==> src/rtl/lift_pkg.sv <==
// Shared types and helpers for the N-floor lift controller.
//   state_t : controller states (IDLE, MOVE, DOOR, HALT)
//   UP/DOWN : travel direction encoding
//   fw()    : width needed to index n items, never less than 1 bit
package lift_pkg;

  typedef enum logic [1:0] {
    IDLE = 2'd0,
    MOVE = 2'd1,
    DOOR = 2'd2,
    HALT = 2'd3
  } state_t;

  localparam logic UP   = 1'b1;
  localparam logic DOWN = 1'b0;

  function automatic int fw(input int n);
    return (n > 2) ? $clog2(n) : 1;
  endfunction

endpackage

==> src/rtl/lift_req_scan.sv <==
// Request scanner: classifies the effective request set relative to a floor.
//   req_eff : per-floor request bits
//   pos     : reference floor
//   hit     : request at pos
//   above   : any request at a floor > pos
//   below   : any request at a floor < pos
// Purely combinational. A pos beyond the top floor simply yields below-only.
module lift_req_scan
  import lift_pkg::*;
#(
  parameter int NUM_FLOORS = 8
) (
  input  logic [NUM_FLOORS-1:0]      req_eff,
  input  logic [fw(NUM_FLOORS)-1:0]  pos,
  output logic                       hit,
  output logic                       above,
  output logic                       below
);

  always_comb begin
    hit   = 1'b0;
    above = 1'b0;
    below = 1'b0;
    for (int i = 0; i < NUM_FLOORS; i++) begin
      if (req_eff[i]) begin
        if (i == int'(pos))     hit   = 1'b1;
        else if (i > int'(pos)) above = 1'b1;
        else                    below = 1'b1;
      end
    end
  end

endmodule

==> src/rtl/lift_ctrl_n.sv <==
// N-floor lift controller with SCAN ordering.
//   clk, rst     : clock, synchronous active-high reset
//   call_req     : per-floor call inputs, latched into pending
//   estop        : emergency stop (level); gates motion/door outputs at once
//   cur_floor    : current floor
//   motor_up/down: car travelling up / down
//   door_open    : door open at cur_floor
//   pending      : latched, not yet served calls
//   halted       : controller in HALT
//   served_count : saturating count of door openings
module lift_ctrl_n
  import lift_pkg::*;
#(
  parameter int NUM_FLOORS  = 8,
  parameter int MOVE_CYCLES = 3,
  parameter int DOOR_CYCLES = 4,
  parameter int CNT_W       = 16
) (
  input  logic                      clk,
  input  logic                      rst,
  input  logic [NUM_FLOORS-1:0]     call_req,
  input  logic                      estop,
  output logic [fw(NUM_FLOORS)-1:0] cur_floor,
  output logic                      motor_up,
  output logic                      motor_down,
  output logic                      door_open,
  output logic [NUM_FLOORS-1:0]     pending,
  output logic                      halted,
  output logic [CNT_W-1:0]          served_count
);

  localparam int FW = fw(NUM_FLOORS);
  localparam int MW = fw(MOVE_CYCLES);
  localparam int DW = fw(DOOR_CYCLES);

  state_t                state, state_nxt;
  logic                  dir, dir_nxt;
  logic [FW-1:0]         floor_nxt, step_floor;
  logic                  step;
  logic [MW-1:0]         move_cnt;
  logic [DW-1:0]         door_cnt;
  logic [NUM_FLOORS-1:0] req_eff, clr_mask;
  logic                  hit, above, below;
  logic                  hit_n, above_n, below_n;
  logic                  ahead, ahead_n, call_here, door_entry;

  assign req_eff    = pending | call_req;
  assign call_here  = call_req[cur_floor];
  // Candidate floor after one step in the current direction; only used when
  // a request lies ahead, so the wrap at the shaft ends is never taken.
  assign step_floor = dir ? cur_floor + FW'(1) : cur_floor - FW'(1);
  assign ahead      = dir ? above   : below;
  assign ahead_n    = dir ? above_n : below_n;

  lift_req_scan #(.NUM_FLOORS(NUM_FLOORS)) u_scan_cur (
    .req_eff (req_eff),
    .pos     (cur_floor),
    .hit     (hit),
    .above   (above),
    .below   (below)
  );

  // Same scan seen from the floor the car is about to arrive at.
  lift_req_scan #(.NUM_FLOORS(NUM_FLOORS)) u_scan_nxt (
    .req_eff (req_eff),
    .pos     (step_floor),
    .hit     (hit_n),
    .above   (above_n),
    .below   (below_n)
  );

  // State register
  always_ff @(posedge clk) begin
    if (rst) state <= IDLE;
    else     state <= state_nxt;
  end

  // Next-state logic (also resolves direction and the floor step)
  always_comb begin
    state_nxt = state;
    dir_nxt   = dir;
    floor_nxt = cur_floor;
    step      = 1'b0;
    if (estop) begin
      state_nxt = HALT;
    end else begin
      case (state)
        IDLE: begin
          if (hit) begin
            state_nxt = DOOR;
          end else if (above && (dir == UP || !below)) begin
            state_nxt = MOVE;
            dir_nxt   = UP;
          end else if (below) begin
            state_nxt = MOVE;
            dir_nxt   = DOWN;
          end
        end
        MOVE: begin
          if (move_cnt == '0) begin
            if (ahead) begin
              step      = 1'b1;
              floor_nxt = step_floor;
              if (hit_n)        state_nxt = DOOR;
              else if (ahead_n) state_nxt = MOVE;
              else              state_nxt = IDLE;
            end else begin
              state_nxt = IDLE;
            end
          end
        end
        DOOR: begin
          // A fresh call here keeps the door open; otherwise close at 0.
          if (!call_here && door_cnt == '0) state_nxt = IDLE;
        end
        HALT:    state_nxt = IDLE;
        default: state_nxt = IDLE;
      endcase
    end
  end

  // Outputs: registered state, with estop gating motion and door at once
  always_comb begin
    motor_up   = 1'b0;
    motor_down = 1'b0;
    door_open  = 1'b0;
    halted     = (state == HALT);
    if (!estop) begin
      motor_up   = (state == MOVE) && (dir == UP);
      motor_down = (state == MOVE) && (dir == DOWN);
      door_open  = (state == DOOR);
    end
  end

  assign door_entry = (state_nxt == DOOR) && (state != DOOR);
  // The floor being served never latches a call while its door is open.
  assign clr_mask   = (state_nxt == DOOR || state == DOOR) ?
                      (NUM_FLOORS'(1) << floor_nxt) : '0;

  // Datapath registers
  always_ff @(posedge clk) begin
    if (rst) begin
      cur_floor    <= '0;
      dir          <= UP;
      pending      <= '0;
      move_cnt     <= MW'(MOVE_CYCLES - 1);
      door_cnt     <= '0;
      served_count <= '0;
    end else begin
      cur_floor <= floor_nxt;
      dir       <= dir_nxt;
      pending   <= req_eff & ~clr_mask;

      // Count only while travel continues uninterrupted; any exit from MOVE
      // (arrival, halt) leaves a full floor time for the next departure.
      if (state == MOVE && state_nxt == MOVE && !step)
        move_cnt <= move_cnt - 1'b1;
      else
        move_cnt <= MW'(MOVE_CYCLES - 1);

      if (state_nxt == DOOR) begin
        if (door_entry || call_here) door_cnt <= DW'(DOOR_CYCLES - 1);
        else                         door_cnt <= door_cnt - 1'b1;
      end else begin
        door_cnt <= '0;
      end

      if (door_entry && served_count != '1)
        served_count <= served_count + 1'b1;
    end
  end

endmodule

==> config.mk <==
export PLATFORM = sky130hd
export DESIGN_NAME = lift_ctrl_n
export DESIGN_NICKNAME = d
export VERILOG_FILES = /design/src/rtl/lift_pkg.sv /design/src/rtl/lift_req_scan.sv /design/src/rtl/lift_ctrl_n.sv
export SDC_FILE = /design/constraint.sdc
export NUM_CORES = 1
export LEC_CHECK = 0
export CORE_MARGIN = 2
export CORE_UTILIZATION = 52
export CTS_CLUSTER_DIAMETER = 150
export DETAILED_ROUTE_END_ITERATION = 8
export GPL_TIMING_DRIVEN = 0
export PLACE_DENSITY = 0.8
export SETUP_SLACK_MARGIN = 0.4
export SYNTH_ARGS = -nofsm -noshare
export SYNTH_HDL_FRONTEND = slang
export SYNTH_HIERARCHICAL = 1
export SYNTH_SLANG_ARGS = --single-unit
==> constraint.sdc <==
create_clock -name clk -period 4.35 [get_ports clk]
set_input_delay 0.87 -clock clk [delete_from_list [all_inputs] [get_ports clk]]
set_output_delay 0.87 -clock clk [all_outputs]
set_load 0.01 [all_outputs]
Word-level counts from Yosys, hierarchy flattened
Cells that the tools add are included.

storage, ports and cells
  bits in registers = 34
  latch bits = 0
  bits in writable memories = 0
  bits in read-only memories = 0
  bits of input ports = 11
  logic and storage cells = 230
  memories = 0

operators by class
  $add $sub $neg = 5
  multiply operators = 0
  divide/modulo/power cells = 0
  order comparisons = 15
  equal/unequal tests = 21
  shifts and indexed selects = 1
  multiplexer cells = 150
  bitwise logic cells = 8
  reduce and logical (&&, ||, !) cells = 23

operator list
  cell                                                                          number
  1-bit two-way mux                                                             133
  3-bit == test, first input constant                                           8
  3-bit > comparator, first input constant                                      8
  2-bit two-way mux                                                             9
  16-bit by 1-bit adder with 16-bit output, second input constant               1
  16-bit inequality test, second input constant                                 1
  3-bit two-way mux                                                             5
  2-bit by 3-bit == test with 1-bit output, first input constant                4
  2-bit by 3-bit > comparator with 1-bit output, first input constant           4
  8-bit AND                                                                     1
  1-bit logical AND                                                             8
  8-bit two-way mux                                                             1
  8-bit inverter                                                                1
  8-bit bitwise OR                                                              1
  2-bit case mux with 4 select lines                                            1
  1-bit by 3-bit << shifter with 8-bit output, first input constant             1
  1-bit by 3-bit == test with 1-bit output, first input constant                2
  2-bit == test, second input constant                                          3
  1-bit by 3-bit > comparator with 1-bit output, first input constant           2
  2-bit zero test                                                               3
  3-bit zero test                                                               2
  1-bit inverter                                                                5
  2-bit by 1-bit == test with 1-bit output, second input constant               2
  3-bit by 4-bit less-than comparator with 1-bit output, second input constant  1
  other kinds (10)                                                              16

Longest topological paths before layout
Gate-level depths: netlist (run 1).

  word-level depth = 38
  mapped depth = 16
  gate-level depth less buffers = 14

By module
Netlist (run 1), hierarchy kept.

by module, submodules not included
  module                       instances  cells each  area each (um^2)
  lift_ctrl_n                  1          213         1783.0
  lift_req_scan at u_scan_nxt  1          31          209.0
  lift_req_scan at u_scan_cur  1          27          197.7

Least setup slack after synthesis (run 1)
No wires, ideal clock.

  path type = in2reg
  start = input port call_req[6]
  end = register served_count[1]
  arrival time = 3.223 ns
  required time = 4.222 ns
  slack = 1.000 ns
  cell stages on the path = 12
  buffers on the path = 1
  cell sequence = nor2_1 > inv_1 > a21o_1 > a2111oi_0 > o22ai_1 > mux2_1 > nor3b_2 > a211oi_2 > or3_4 > buf_6 > mux2i_1 > nor2_1

on the way
  longest elaborated chain between the ends = 15
  elaborated cells on any way between the ends = 45
  classes of those cells = 1 x eq/ne; 36 x mux; 1 x bitwise; 7 x reduce/logical

ends and longest elaborated chain
  item                                    line                 text
  start: declaration                      lift_ctrl_n.sv:21    input logic [NUM_FLOORS-1:0] call_req,
  8-bit bitwise OR (*)                    lift_ctrl_n.sv:47    assign req_eff = pending | call_req;
  via req_eff[6]                          lift_ctrl_n.sv:42    logic [NUM_FLOORS-1:0] req_eff, clr_mask;
  1-bit two-way mux (*)                   lift_req_scan.sv:25  if (req_eff[i]) begin
  1-bit two-way mux                       lift_req_scan.sv:27  else if (i > int'(pos)) above = 1'b1;
  1-bit two-way mux                       lift_req_scan.sv:26  if (i == int'(pos)) hit = 1'b1;
  1-bit two-way mux (*)                   lift_req_scan.sv:25
  via below                               lift_ctrl_n.sv:43    logic hit, above, below;
  1-bit zero test                         lift_ctrl_n.sv:91    end else if (above && (dir == UP || !below)) begin
  1-bit logical OR                        lift_ctrl_n.sv:91
  1-bit logical AND                       lift_ctrl_n.sv:91
  2-bit two-way mux                       lift_ctrl_n.sv:91
  2-bit two-way mux                       lift_ctrl_n.sv:89    if (hit) begin
  2-bit case mux with 4 select lines (*)  lift_ctrl_n.sv:87    case (state)
  2-bit two-way mux (*)                   lift_ctrl_n.sv:84    if (estop) begin
  2-bit == test (*)                       lift_ctrl_n.sv:135   assign door_entry = (state_nxt == DOOR) && (state != DOOR);
  1-bit logical AND (*)                   lift_ctrl_n.sv:135
  1-bit logical AND (*)                   lift_ctrl_n.sv:168   if (door_entry && served_count != '1)
  end signal: assignment                  lift_ctrl_n.sv:169   served_count <= served_count + 1'b1;
  end: declaration                        lift_ctrl_n.sv:29    output logic [CNT_W-1:0] served_count

The timed path passes the listed nets; every way through them passes the cells marked *. The select of a mux whose other input is x is not followed.
A chain may end at the register's enable or synchronous reset.

Worst setup path after layout (run 1)
  start = input port call_req[5]
  end = register served_count[1]

on the way
  longest elaborated chain between the ends = 18
  elaborated cells on any way between the ends = 61
  classes of those cells = 1 x eq/ne; 52 x mux; 1 x bitwise; 7 x reduce/logical

ends and longest elaborated chain
  item                                    line
  8-bit bitwise OR (*)                    lift_ctrl_n.sv:47
  via req_eff[5]                          lift_ctrl_n.sv:42
  1-bit two-way mux (*)                   lift_req_scan.sv:25
  1-bit two-way mux                       lift_req_scan.sv:27
  1-bit two-way mux                       lift_req_scan.sv:26
  1-bit two-way mux (*)                   lift_req_scan.sv:25
  1-bit two-way mux                       lift_req_scan.sv:27
  1-bit two-way mux                       lift_req_scan.sv:26
  [1 not listed]                          --
  via below                               lift_ctrl_n.sv:43
  [2 not listed]                          --
  1-bit logical AND                       lift_ctrl_n.sv:91
  2-bit two-way mux                       lift_ctrl_n.sv:91
  2-bit two-way mux                       lift_ctrl_n.sv:89
  2-bit case mux with 4 select lines (*)  lift_ctrl_n.sv:87
  2-bit two-way mux (*)                   lift_ctrl_n.sv:84
  2-bit == test (*)                       lift_ctrl_n.sv:135
  1-bit logical AND (*)                   lift_ctrl_n.sv:135
  1-bit logical AND (*)                   lift_ctrl_n.sv:168

Marks and branches as above.

==> results.json, run 1 <==
{
  "outcome": "finished clean",
  "drive_above_1_share": 0.103,
  "die_h_um": 68.9,
  "slowest_delay_ns": 0.44,
  "crit_type": "primary input to flip-flop",
  "final_cells": 369,
  "multi_input_area_mm2": 0.00135,
  "wirelength_mm": 5.35,
  "post_cts_resized": 0,
  "ant_nets": 0,
  "grt_setup_unrepaired": "no",
  "cts_sinks": 34,
  "synth_edf_count": 0,
  "synth-compound-area-share": 0.181,
  "setup_violations": 0,
  "crit_required_ns": 4.51,
  "port_buffers": 40,
  "synth_cell_type_count": 56,
  "synth.avg_cell_area_um2": 8.08,
  "area_growth_pct": 27.7,
  "synthFlopType": "dfxtp_1",
  "cp_cell_sequence": "clkdlybuf4s50_1, nor2_1, inv_1, a21o_1, a2111oi_2, o22ai_2, mux2_1, nor3b_2, a211oi_4, or3_4, buf_6, mux2i_1, nor2_1",
  "relSlewSlack": 0.632,
  "regArea_um2": 683,
  "pre_cts_ws_ns": 0.147,
  "dp.cells": 361,
  "drv_cap": 0,
  "muxShareOfSynthArea": 0.0840,
  "worst_slew_pin_slew_ns": 0.550,
  "synth_top_family_by_area": "simple AND/OR/NAND/NOR gates",
  "hold_buffers": 0,
  "clockBufferDepth": 2,
  "die-area_mm2": 0.00475,
  "hold_slack_ns": 0.415,
  "fin_nets": 333,
  "synth_xor_area_frac": 0.0520,
  "ys_seq_elements": 34,
  "path_clk_slew_ns": 0.07,
  "cts-htree-levels": 2,
  "synth_nets": 286,
  "cts-root-buf": "clkbuf_8",
  "hpwl_mm": 4.03,
  "p_leak_nw": 1.02,
  "syn_area_mm2": 0.00219,
  "synthArstFlopShare": 0,
  "cp_slowest_cell": "clkdlybuf4s50_1",
  "drcViolationCount": 0,
  "via_count": 2141,
  "dieWidth_um": 68.9,
  "synth_seq_area_share": 0.311,
  "finalWorstSetupSlack_ns": 0.586,
  "via_per_inst": 5.80,
  "crit_top_cell": "nor2_1",
  "core_mm2": 0.00403,
  "grt_pass1_wl_mm": 8.72,
  "yosysWarnings": 6,
  "post-route-period-util": 0.865,
  "hold_violations": 0,
  "synth_fa_ha_area_frac": 0.0263,
  "p_total_mw": 0.731,
  "cts_tree": "built",
  "initial_utilization": 0.543,
  "num_antenna_cells": 0,
  "synth_cells": 271,
  "pwr_density_cell_mw_per_mm2": 262,
  "vdd_drop_max_mv": 0.212,
  "start_kind": "primary input",
  "grt_start_max_net_pins": 14,
  "post_cts_buffers": 0,
  "cts_inserted_buffers": 5,
  "skew_ns": 0.00392,
  "worstPathArrival_ns": 3.93,
  "grt.overflow.total": 0,
  "antenna_found_initial": 0,
  "gp_congestion": 0.845,
  "wl_per_cell_um": 14.5,
  "critPathMaxFanout": 10,
  "fin_setup_tns_ns": 0,
  "fmax_mhz": 266,
  "min_path_type": "flip-flop to flip-flop",
  "grt_pass1_vias": 1914,
  "grt_usage": 0.244,
  "nFillCells": 336,
  "clock_latency_ns": 0.29,
  "worst_setup_path_end_kind": "flip-flop",
  "synth-simple-area-share": 0.260,
  "rows": 23,
  "pin_count": 42,
  "timing.final.crit_period_ns": 3.76,
  "final_max_slew_viol_count": 0,
  "drt_iter0_drc": 138,
  "dr.pass1.iters": 4
}
## per-layer routing
| metal | up-vias | routed length (um) | part of all wire | GRT usage |
|---|---|---|---|---|
| met2 | 45 | 2660 | 0.50 | 0.413 |
| met4 | 0 | 50 | 0.0094 | 0.0809 |
| met3 | 5 | 219 | 0.041 | 0.0455 |
| li1 | 1057 | - | - | - |
| met5 | - | 0 | 0 | 0 |
| met1 | 1034 | 2420 | 0.45 | 0.312 |
## cell type report
type | instances | share of cell area
Buffer | 16 | 0.0358
Clock buffer | 6 | 0.0260
Multi-Input combinational cell | 197 | 0.483
Inverter | 24 | 0.0322
Clock inverter | 2 | 0.0134
Timing Repair Buffer | 40 | 0.143
Tap cell | 50 | 0.0224
Sequential cell | 34 | 0.244
## worst max-delay path: cells and delay by family
kind | cells | cell delay [ns]
compound gates | 4 | 1.19
buf+inv | 3 | 0.74
simple gates | 4 | 0.63
mux | 2 | 0.50
## worst paths after layout
path	from	to	slack [ns]	cells after the start
setup / recovery	call_req[5]	served_count[1]	0.59	13
hold / removal	move_cnt[0]	move_cnt[0]	0.41	1
setup reg to reg	dir	served_count[10]	0.75	15
hold reg to reg	move_cnt[0]	move_cnt[0]	0.41	1
## report_power, final
group          internal (mW)  total [mW]  switching, mW
Clock                  0.171       0.286          0.115
Sequential             0.321       0.327        0.00539
Combinational         0.0516       0.118         0.0664
## logic make-up (layout without fill, tap and decap cells)
logic type               after synthesis  count (layout)
multiplexers                          13              13
buffers and inverters                 40              88
AND/OR/NAND/NOR                      109             109
adder cells (fa/ha/maj)                4               4
AO/OA/AOI/OAI                         58              58
XOR/XNOR                              13              13
flip-flops                            34              34
## cells in the mapped netlist, types with 2 or more instances
cell type	n	area [um^2]
o211ai_1	2	15.0
inv_1	24	90.1
o21bai_1	2	15.0
nor3_1	6	30.0
nand3_1	6	30.0
nor4_1	7	43.8
dfxtp_1	34	681
and2_1	4	25.0
mux4_2	4	90.1
a31oi_1	3	18.8
mux2i_1	6	60.1
nand4_1	6	37.5
ha_1	3	37.5
nand2_1	15	56.3
nand2b_1	3	18.8
o21ai_0	7	35.0
a211oi_1	6	45.0
and4_1	2	17.5
a21o_1	2	15.0
o31ai_1	3	22.5
buf_2	2	10.0
xnor2_1	12	105
o21a_1	3	22.5
clkbuf_1	7	26.3
o22ai_1	3	18.8
mux2_2	2	22.5
nor2b_1	6	37.5
a211oi_2	2	25.0
or3_1	5	31.3
and3_1	3	18.8
a21oi_1	13	65.1
buf_6	4	45.0
a22oi_1	2	15.0
nor2_1	37	139
a311oi_1	4	35.0
## state kept, by name, indices dropped and copies added, names as in the netlist
name and flops:
served_count 16, pending 8, cur_floor 3, door_cnt 2, move_cnt 2, state 2
dir 1
## placed cells by master, fill, tap and decap left out, types with 4 or more instances in the layout
cell and n:
or3_1 5, a211oi_1 6, nor2_1 37, clkbuf_8 5, a311oi_1 4, a21oi_1 13, mux4_2 4, clkdlybuf4s50_1 40
o21ai_0 7, nand4_1 6, buf_6 4, nand3_1 6, and2_1 4, dfxtp_1 32, nand2_1 15, nor3_1 6
xnor2_1 12, clkbuf_1 8, mux2i_1 5, inv_1 24, nor4_1 7, nor2b_1 6
## through the flow
| stage | area (um^2) | util |
|---|---|---|
| 5_1_grt | 2800 | 0.694 |
| 4_1_cts | 2760 | 0.686 |
| 6_report | 2800 | 0.694 |
| 3_5_place_dp | 2650 | 0.658 |
| 3_3_place_gp | 2650 | 0.658 |
| 2_1_floorplan | 2190 | - |
(Power assumes the default switching activity.)
==> run 2, diff against run 1 <==
ABC_CLOCK_PERIOD_IN_PS = 4350   (was default)
==> results of run 2 <==
The final DEF is identical to that of run 1; final timing and power are the same.
